<file path="config.mk">
export PLATFORM = sky130hd
export DESIGN_NAME = pulse_stretcher
export DESIGN_NICKNAME = d
export VERILOG_FILES = /design/src/rtl/pulse_stretcher.sv
export SDC_FILE = /design/constraint.sdc
export NUM_CORES = 1
export LEC_CHECK = 0
export ABC_AREA = 1
export CORE_MARGIN = 3
export CORE_UTILIZATION = 50
export DETAILED_ROUTE_END_ITERATION = 6
export PLACE_DENSITY = 0.68
export SYNTH_ARGS = -nofsm -noshare
export SYNTH_HDL_FRONTEND = slang
export SYNTH_SLANG_ARGS = --single-unit
</file>
<file path="constraint.sdc">
create_clock -name clk -period 4 [get_ports clk]
set_clock_uncertainty 0.2 [all_clocks]
set_input_delay 0.6 -clock clk [delete_from_list [all_inputs] [get_ports clk]]
set_output_delay 0.6 -clock clk [all_outputs]
set_load 0.1 [all_outputs]
</file>
<file path="src/rtl/pulse_stretcher.sv">
// rtl/pulse_stretcher.sv - stretches single-cycle event pulses into a fixed-length level with optional lockout gap
// Optional retrigger-in-HOLD behaviour: define PULSE_STRETCHER_RETRIGGER_EN.
module pulse_stretcher #(
  parameter int HOLD_CYCLES = 8,
  parameter int GAP_CYCLES  = 2,
  parameter int CNT_W       = 16
) (
  input  logic clk,
  input  logic reset,
  input  logic a,
  output logic en,
  output logic busy,
  output logic drop
);

  typedef enum logic [1:0] {
    IDLE = 2'd0,
    HOLD = 2'd1,
    GAP  = 2'd2
  } state_t;

  localparam logic [CNT_W-1:0] HOLD_LOAD = CNT_W'(HOLD_CYCLES - 1);
  localparam logic [CNT_W-1:0] GAP_LOAD  = (GAP_CYCLES > 0) ? CNT_W'(GAP_CYCLES - 1) : '0;
  localparam logic [CNT_W-1:0] CNT_ONE   = CNT_W'(1);

  state_t           state_q, state_d;
  logic [CNT_W-1:0] cnt_q, cnt_d;
  logic             drop_q, drop_d;

  always_ff @(posedge clk or negedge reset) begin
    if (!reset) begin
      state_q <= IDLE;
      cnt_q   <= '0;
      drop_q  <= 1'b0;
    end else begin
      state_q <= state_d;
      cnt_q   <= cnt_d;
      drop_q  <= drop_d;
    end
  end

  always_comb begin
    state_d = state_q;
    cnt_d   = cnt_q;
    drop_d  = 1'b0;
    case (state_q)
      IDLE: begin
        if (a) begin
          state_d = HOLD;
          cnt_d   = HOLD_LOAD;
        end
      end
      HOLD: begin
`ifdef PULSE_STRETCHER_RETRIGGER_EN
        if (a) begin
          cnt_d = HOLD_LOAD;
        end else if (cnt_q == '0) begin
`else
        drop_d = a;
        if (cnt_q == '0) begin
`endif
          // A zero-length gap skips straight back to IDLE.
          if (GAP_CYCLES > 0) begin
            state_d = GAP;
            cnt_d   = GAP_LOAD;
          end else begin
            state_d = IDLE;
            cnt_d   = '0;
          end
        end else begin
          cnt_d = cnt_q - CNT_ONE;
        end
      end
      GAP: begin
        drop_d = a;
        if (cnt_q == '0) begin
          state_d = IDLE;
        end else begin
          cnt_d = cnt_q - CNT_ONE;
        end
      end
      default: begin
        state_d = IDLE;
        cnt_d   = '0;
      end
    endcase
  end

  always_comb begin
    en   = (state_q == HOLD);
    busy = (state_q != IDLE);
    drop = drop_q;
  end

endmodule

</file>
==> flow_metrics.env <==
export IMPL_synthDistinctLibCells=26
export IMPL_synth_seq_area_share=0.334
export IMPL_drc=0
export IMPL_status="finished, final reports clean"
export IMPL_grt_util_met3=0.0392
export IMPL_first_global_vias=1185
export IMPL_port_buffers=5
export IMPL_synth_avg_cell_area_um2=6.75
export IMPL_grt_setup_unrepaired="no"
export IMPL_critical_path_required_ns=3.20
export IMPL_path_cells="inv_1 > ha_1 > inv_1 > clkdlybuf4s50_1"
export IMPL_hold_class="flop to flop"
export IMPL_netlist_instances=211
export IMPL_ctsHoldBuffers=0
export IMPL_dr_pass1_iters=5
export IMPL_vias=1268
export IMPL_hold_viol=0
export IMPL_via_per_inst=5.11
export IMPL_drt_iter0_markers=68
export IMPL_cts_clk_slew_worst_paths_ns=0.12
export IMPL_fin_crit_sh=0.768
export IMPL_cp_slowest_cell="clkdlybuf4s50_1"
export IMPL_grt_max_degree=20
export IMPL_post_dp_hpwl_um=2280
export IMPL_die_area_um2=3520
export IMPL_fp_row_count=18
export IMPL_synth_top_area_share=0.334
export IMPL_critPathArrivalTime_ns=2.27
export IMPL_synth_most_common_cell="nand2_1"
export IMPL_antenna_cells=0
export IMPL_cp_start_kind="flop"
export IMPL_clock_fmax_mhz=326
export IMPL_grt_busiest_layer="met2"
export IMPL_crit_buf_inv=3
export IMPL_antenna_left=0
export IMPL_cts_tree="built"
export IMPL_h_tree_depth=1
export IMPL_layout_nets=229
export IMPL_dpl_cell_area_um2=1490
export IMPL_critical_path_class="flop to output port"
export IMPL_areaGrowthSynthToFinish_pct=6.59
export IMPL_wl_per_cell_um=12.2
export IMPL_drive_gt1_frac=0.0826
export IMPL_cpPeakStageDelay_ns=1.15
export IMPL_maxCapViolCount=0
export IMPL_path_delay_family="buffers and inverters"
export IMPL_root_buffer="clkbuf_4"
export IMPL_period_needed_ns=3.07
export IMPL_grt_use_met1=0.280
export IMPL_critPathMaxFanout=4
export IMPL_grtUsageTotal=0.198
export IMPL_maxSlewViolCount=0
export IMPL_syn_cell_area_um2=1420
export IMPL_synth_main_ff_cell="dfrtp_1"
export IMPL_placed_cells=244
export IMPL_max_clock_path_buffers=2
export IMPL_die_y_um=59.4
export IMPL_synthTopCellsByArea="dfrtp_1 (33%), nand2_1 (20%), inv_1 (8.7%)"
export IMPL_use_met2=0.317
export IMPL_core_um2=2590
export IMPL_synth_edf_count=0
export IMPL_grt_pass1_wl_um=5350
export IMPL_clk_latency_ns=0.30
export IMPL_synth_top_cell_by_area="dfrtp_1"
export IMPL_place_gp_congestion=0.797
export IMPL_fin_cells=248
export IMPL_cts_sinks=19
export IMPL_post_cts_setup_buffer_count=0
export IMPL_endpoint_kind="output port"
export IMPL_synthTopCellsByCount="nand2_1 (74), inv_1 (33), nor2_1 (24)"
export IMPL_io_pins=6
export IMPL_globalRoute_totalOverflow=0
export IMPL_ys_ff_latch=19
export IMPL_start_util=0.550
export IMPL_dpl_worst_slack_ns=1.27
export IMPL_setup_ws_ns=0.930
export IMPL_path_common_cell="inv_1"
export IMPL_synth_warning_count=0
export IMPL_die_w_um=59.4
export IMPL_antenna_found_initial=0
export IMPL_cts_resized=0
export IMPL_worst_slew_pin_slew_ns=0.971
export IMPL_finalSetupViolCount=0
export IMPL_wirelength_um=3020
export IMPL_synth_nets=221
export IMPL_max_slew_margin=0.351
export IMPL_cts_made_buffers=3
export IMPL_async_reset_ff_frac=1.00
export IMPL_fin_tns_setup_ns=0
export IMPL_stdcell_area_um2=1520
registers in the layout (all words and copies together) (netlist names):
register  flops
cnt_q        16
drop          1
state_q       2
cell families (layout without fill, tap and decap cells):
logic type / after synthesis / count (layout) / synth area share
AND/OR/NAND/NOR: 140 / 140 / 0.450
buffers and inverters: 36 / 43 / 0.105
adder cells (fa/ha/maj): 7 / 7 / 0.0615
AO/OA/AOI/OAI: 7 / 7 / 0.0378
XOR/XNOR: 2 / 2 / 0.0123
flip-flops: 19 / 19 / 0.334
cell usage in the layout (no fill, tap or decap):
cell type	count
nand2_4	3
and2_1	1
nor3_1	1
nor4_1	1
nand2_2	1
ha_1	7
a21oi_4	1
clkdlybuf4s50_1	4
nand3_1	21
nand3_4	1
nand4_1	8
buf_4	1
nor2_4	2
clkbuf_4	3
nor2_1	24
a21oi_1	3
dfrtp_1	19
nand2_1	74
o21ai_2	1
inv_4	1
xnor2_1	1
xor2_1	1
nor2_2	2
a21oi_2	1
nand3b_1	1
inv_1	33
clkinv_2	1
o21ai_1	1
worst register-to-register path, delay by kind of cell, from the launching register on:
family / cells / cell delay (ns)
buf+inv: 3 / 0.60
fa+ha+maj: 1 / 0.22
flops: 1 / 0.39
simple gates: 5 / 0.63
metrics by stage:
stage / hold slack [ns] / utilization
finish: 0.350 / 0.586
detailed placement: 0.308 / 0.575
floorplan: 0.104 / -
global route: 0.363 / 0.586
global placement: 0.302 / 0.575
CTS: 0.337 / 0.586
final cells by class:
class / count / area (µm²)
inverter: 34 / 130
clock inverter: 1 / 5.00
timing repair buffer: 5 / 47.5
multi-input combinational: 156 / 800
sequential: 19 / 475
clock buffer: 3 / 22.5
tap: 30 / 37.5
fill: 244 / 1070
worst paths after layout:
kind	endpoint	from	cells after the start	slack, ns
min	cnt_q[1]$_DFFE_PN0P_	cnt_q[1]$_DFFE_PN0P_	2	0.35
min reg2reg	cnt_q[1]$_DFFE_PN0P_	cnt_q[1]$_DFFE_PN0P_	2	0.35
max	busy	state_q[0]$_DFFE_PN0P_	4	0.93
min in group asynchronous	cnt_q[2]$_DFFE_PN0P_	reset	1	0.58
max reg2reg	cnt_q[2]$_DFFE_PN0P_	state_q[0]$_DFFE_PN0P_	9	1.90
max in group asynchronous	cnt_q[11]$_DFFE_PN0P_	reset	1	2.48
per-layer routing:
layer | wire length, µm | vias to the layer above
met4 | 14 | 0
met3 | 73 | 2
met2 | 1410 | 16
li1 | - | 663
met1 | 1520 | 587
met5 | 0 | -
Power is left out: the tool's default activity adds up to more than one toggle a clock period on the data nets, which glitch-free logic cannot reach.
==> edit 1, RTL diff (config.mk and constraints unchanged) <==
Change the parameter `CNT_W` from 16 to 32.
--- a/src/rtl/pulse_stretcher.sv
+++ b/src/rtl/pulse_stretcher.sv
@@ -4,5 +4,5 @@
   parameter int HOLD_CYCLES = 8,
   parameter int GAP_CYCLES  = 2,
-  parameter int CNT_W       = 16
+  parameter int CNT_W       = 32
 ) (
   input  logic clk,
Behaviour: same outputs for any inputs over 10 cycles, from zero or initial values and one cycle with reset low; that may be too few to reach the edited logic, so the function may still have changed.
==> edit 1 against the original RTL <==
Wire length rose by 110%. Sequential share of layout area fell by 0.20 points. Worst setup slack improved by 0.036 ns. Sequential cell count rose by 16. Design area rose by 85%. Area after synthesis rose by 86%. Highest routed layer unchanged. Critical path type unchanged.
Power is not shown: default switching activity piles up to over one toggle a cycle in this logic, so the estimate is an artifact.
==> edit 1: results <==
{
  "status": "complete, no violations",
  "reg2reg_depth": 10,
  "critPathArrivalTime_ns": 2.23,
  "grt_pass1_vias": 2462,
  "drt_iter0_markers": 158,
  "wl_per_cell_microns": 12.8,
  "hold_class": "in -> async",
  "largest_register_ffs": 32,
  "synth.top_cells.by_count": "135 x nand2_1, 68 x nor2_1, 52 x inv_1",
  "via_per_inst": 5.10,
  "grt_pass1_wl_microns": 11200,
  "synth_area_leaders": "dfrtp_1 33%, nand2_1 19%, nor2_1 9.7%",
  "synth_cell_type_count": 31,
  "regToRegSetupSlack_ns": 1.64,
  "syn_nets": 421,
  "seq_area_frac_synth": 0.332,
  "drt-pass1-iter-count": 4,
  "cts_made_buffers": 5,
  "max_slew_margin": 0.348,
  "nets": 425,
  "layout-drive-gt1-share": 0.0721,
  "whs_ns": 0.190,
  "grt_max_degree": 36,
  "clk_pin_slew_ns": 0.07,
  "grt_usage": 0.227,
  "hpwl_microns": 4550,
  "period_needed_ns": 3.03,
  "h-tree-depth": 2,
  "gp_congestion": 0.932,
  "r2r-end": "cnt_q[14]"
}
-- edit 1: worst max path at each step --
stage	end
after floorplan	cnt_q[2]
after global placement	busy
after detailed placement	busy
after CTS	busy
after global routing	busy
final	busy
-- edit 1: cells by family after synthesis --
logic type / share of synthesized area
buffers and inverters: 0.104
adders and majority gates: 0.0332
and+or+nand+nor: 0.464
AOI/OAI and AO/OA: 0.0303
DFF: 0.332
xor gates and xnor gates: 0.0365
-- edit 1: cell type report --
type	count	share of cell area
Inverter	55	0.0734
Multi-Input combinational cell	311	0.530
Clock buffer	8	0.0356
Sequential cell	35	0.311
Timing Repair Buffer	7	0.0205
Tap cell	67	0.0298
-- edit 1: critical path: cells and delay by family (launching register included) --
family / cells / cell delay, ns
fa+ha+maj: 1 / 0.22
flops: 1 / 0.38
buf+inv: 3 / 1.34
-- edit 1: metrics by stage --
step / instance area (sq um) / cells / utilization
after global placement: 2710 / 475 / 0.553
after CTS: 2810 / 483 / 0.573
after detailed placement: 2710 / 475 / 0.553
final: 2810 / 483 / 0.573
after floorplan: 2640 / 411 / -
after global routing: 2810 / 483 / 0.573
-- edit 1: routing by layer --
metal,GRT usage,vias to the layer above,part of all wire
met3,0.0367,5,0.026
met1,0.305,1158,0.48
li1,-,1277,-
met2,0.362,24,0.48
met4,0.0927,0,0.010
met5,0,-,0
==> edit 2, RTL diff (same settings) <==
Without the edit above. Re-encode `state_t` (3 states) as one-hot, 3 bits wide.
--- a/src/rtl/pulse_stretcher.sv
+++ b/src/rtl/pulse_stretcher.sv
@@ -14,8 +14,8 @@
 );
 
-  typedef enum logic [1:0] {
-    IDLE = 2'd0,
-    HOLD = 2'd1,
-    GAP  = 2'd2
+  typedef enum logic [2:0] {
+    IDLE = 3'b001,
+    HOLD = 3'b010,
+    GAP  = 3'b100
   } state_t;
 
Formal check against the unedited RTL: no difference found for any inputs over 10 cycles, from zero or initial values and one cycle with reset low; not proved beyond that.
==> edit 2 against the original RTL <==
Area after synthesis is 0.44% higher. Worst setup slack worse by 0.023 ns. Sequential share of layout area is 1.4 points higher. Design area is 0.91% higher. Worst hold slack worse by 0.055 ns. Wire length is 5.3% lower. Sequential cell count is 1 higher.
Power is not shown: default switching activity piles up to over one toggle a cycle in this logic, so the estimate is an artifact.
==> edit 2: results <==
{
  "clk_pin_slew_ns": 0.11,
  "synth_warnings": 0,
  "tightest_slew_ns": 0.960,
  "nets": 212,
  "syn_nets": 204,
  "min_from": "cnt_q[1]",
  "worstHoldEndpoint": "cnt_q[1]",
  "h-tree-depth": 1,
  "grt_pass1_vias": 1185,
  "critPathTopFamily": "buffers and inverters",
  "r2r-end": "cnt_q[2]",
  "layout-drive-gt1-share": 0.155,
  "drt_iter0_markers": 62,
  "crit_fanout": 6,
  "critPathArrivalTime_ns": 2.29,
  "grt_usage": 0.183,
  "synth.top_cells.by_count": "52 x nand2_1, 33 x inv_1, 22 x nor2_1",
  "largest_register": "cnt_q",
  "status": "complete, no violations",
  "clockBufferDepth": 2,
  "grt_pass1_wl_microns": 4860,
  "max_stage_delay_ns": 1.19,
  "regToRegStartpoint": "cnt_q[0]",
  "synth_cell_type_count": 27,
  "grt_max_degree": 21,
  "global_route.usage.met1": 0.245,
  "whs_ns": 0.295,
  "top_usage_layer": "met2",
  "clock_latency_ns": 0.30,
  "finalWirelength_microns": 2860,
  "hpwl_microns": 2250,
  "cts_setup_buffers": 0,
  "crit_slowest_cell": "clkdlybuf4s50_1",
  "use_met3": 0.0283,
  "cts_made_buffers": 3,
  "reg2reg_depth": 9,
  "antenna_cells": 0,
  "largest_register_ffs": 16,
  "hold_class": "reg -> reg",
  "gp_congestion": 0.876,
  "critical_path_class": "reg -> out",
  "fill_cells": 241,
  "io_buffers": 5,
  "cts.root.buffer_cell": "clkbuf_4",
  "regToRegSetupSlack_ns": 2.02,
  "use_met2": 0.281,
  "synth_area_leaders": "dfrtp_1 33%, nand2_1 14%, inv_1 8.7%",
  "grt_antenna_before_repair": 0,
  "async_flop_share": 1.00,
  "drt-pass1-iter-count": 5,
  "min_path_cells": 2,
  "seq_area_frac_synth": 0.351,
  "via_per_inst": 5.35,
  "cts_resized": 0
}
edit 2: cell types whose count changed in the layout (fill, tap and decap cells not counted), sizes merged, moves of 4 or more:
cell     before  now
o21ai         2    9
nand2        78   59
inv          34   38
ha            7    2
o2111ai       0    4
nand3        22   17
edit 2: worst reg2reg max path, stage by stage, from the launching register on:
cell and delay (ns):
dfrtp_1 0.43, inv_1 0.14, ha_1 0.20, nand3_1 0.13, nor2_4 0.18, nand3_4 0.18
nand2_4 0.19, inv_2 0.09, nand2_1 0.08, nand2_1 0.06
edit 2: final cells by class:
type	count	area, sq um	area share
well taps	30	37.5	0.0245
multi-input cells	139	763	0.498
clock buffers	4	36.3	0.0237
flip-flops and latches	20	502	0.328
inverters	38	143	0.0931
repair buffers	5	50.0	0.0327
edit 2: through the flow:
step / std cells / util / worst slack [ns] / cell area, sq um
3_3_place_gp: 232 / 0.577 / 1.27 / 1500
3_5_place_dp: 232 / 0.577 / 1.25 / 1500
2_1_floorplan: 199 / - / 1.83 / 1430
6_report: 236 / 0.591 / 0.907 / 1530
4_1_cts: 236 / 0.591 / 0.897 / 1530
5_1_grt: 236 / 0.591 / 0.835 / 1530
edit 2: logic make-up (layout without fill, tap and decap cells):
family	after synthesis	count (layout)	share of synthesized area
XOR/XNOR	3	3	0.0184
AO/OA/AOI/OAI	20	20	0.0875
AND/OR/NAND/NOR	114	114	0.410
buffers and inverters	40	47	0.115
adder cells (fa/ha/maj)	2	2	0.0175
flip-flops	20	20	0.351
edit 2: worst max-delay path by stage:
stage	end	slack, ns	from	cells past startpoint
global placement	en	1.27	state_q[2]	2
global route	en	0.84	state_q[2]	2
detailed placement	en	1.25	state_q[2]	2
finish	en	0.91	state_q[2]	2
floorplan	cnt_q[0]	1.83	state_q[2]	7
CTS	en	0.90	state_q[2]	2
edit 2: layer usage:
layer  vias up  wire length (microns)
li1        640                      -
met3         4                    156
met1       587                   1330
met5         -                      0
met4         0                     29
met2        31                   1350
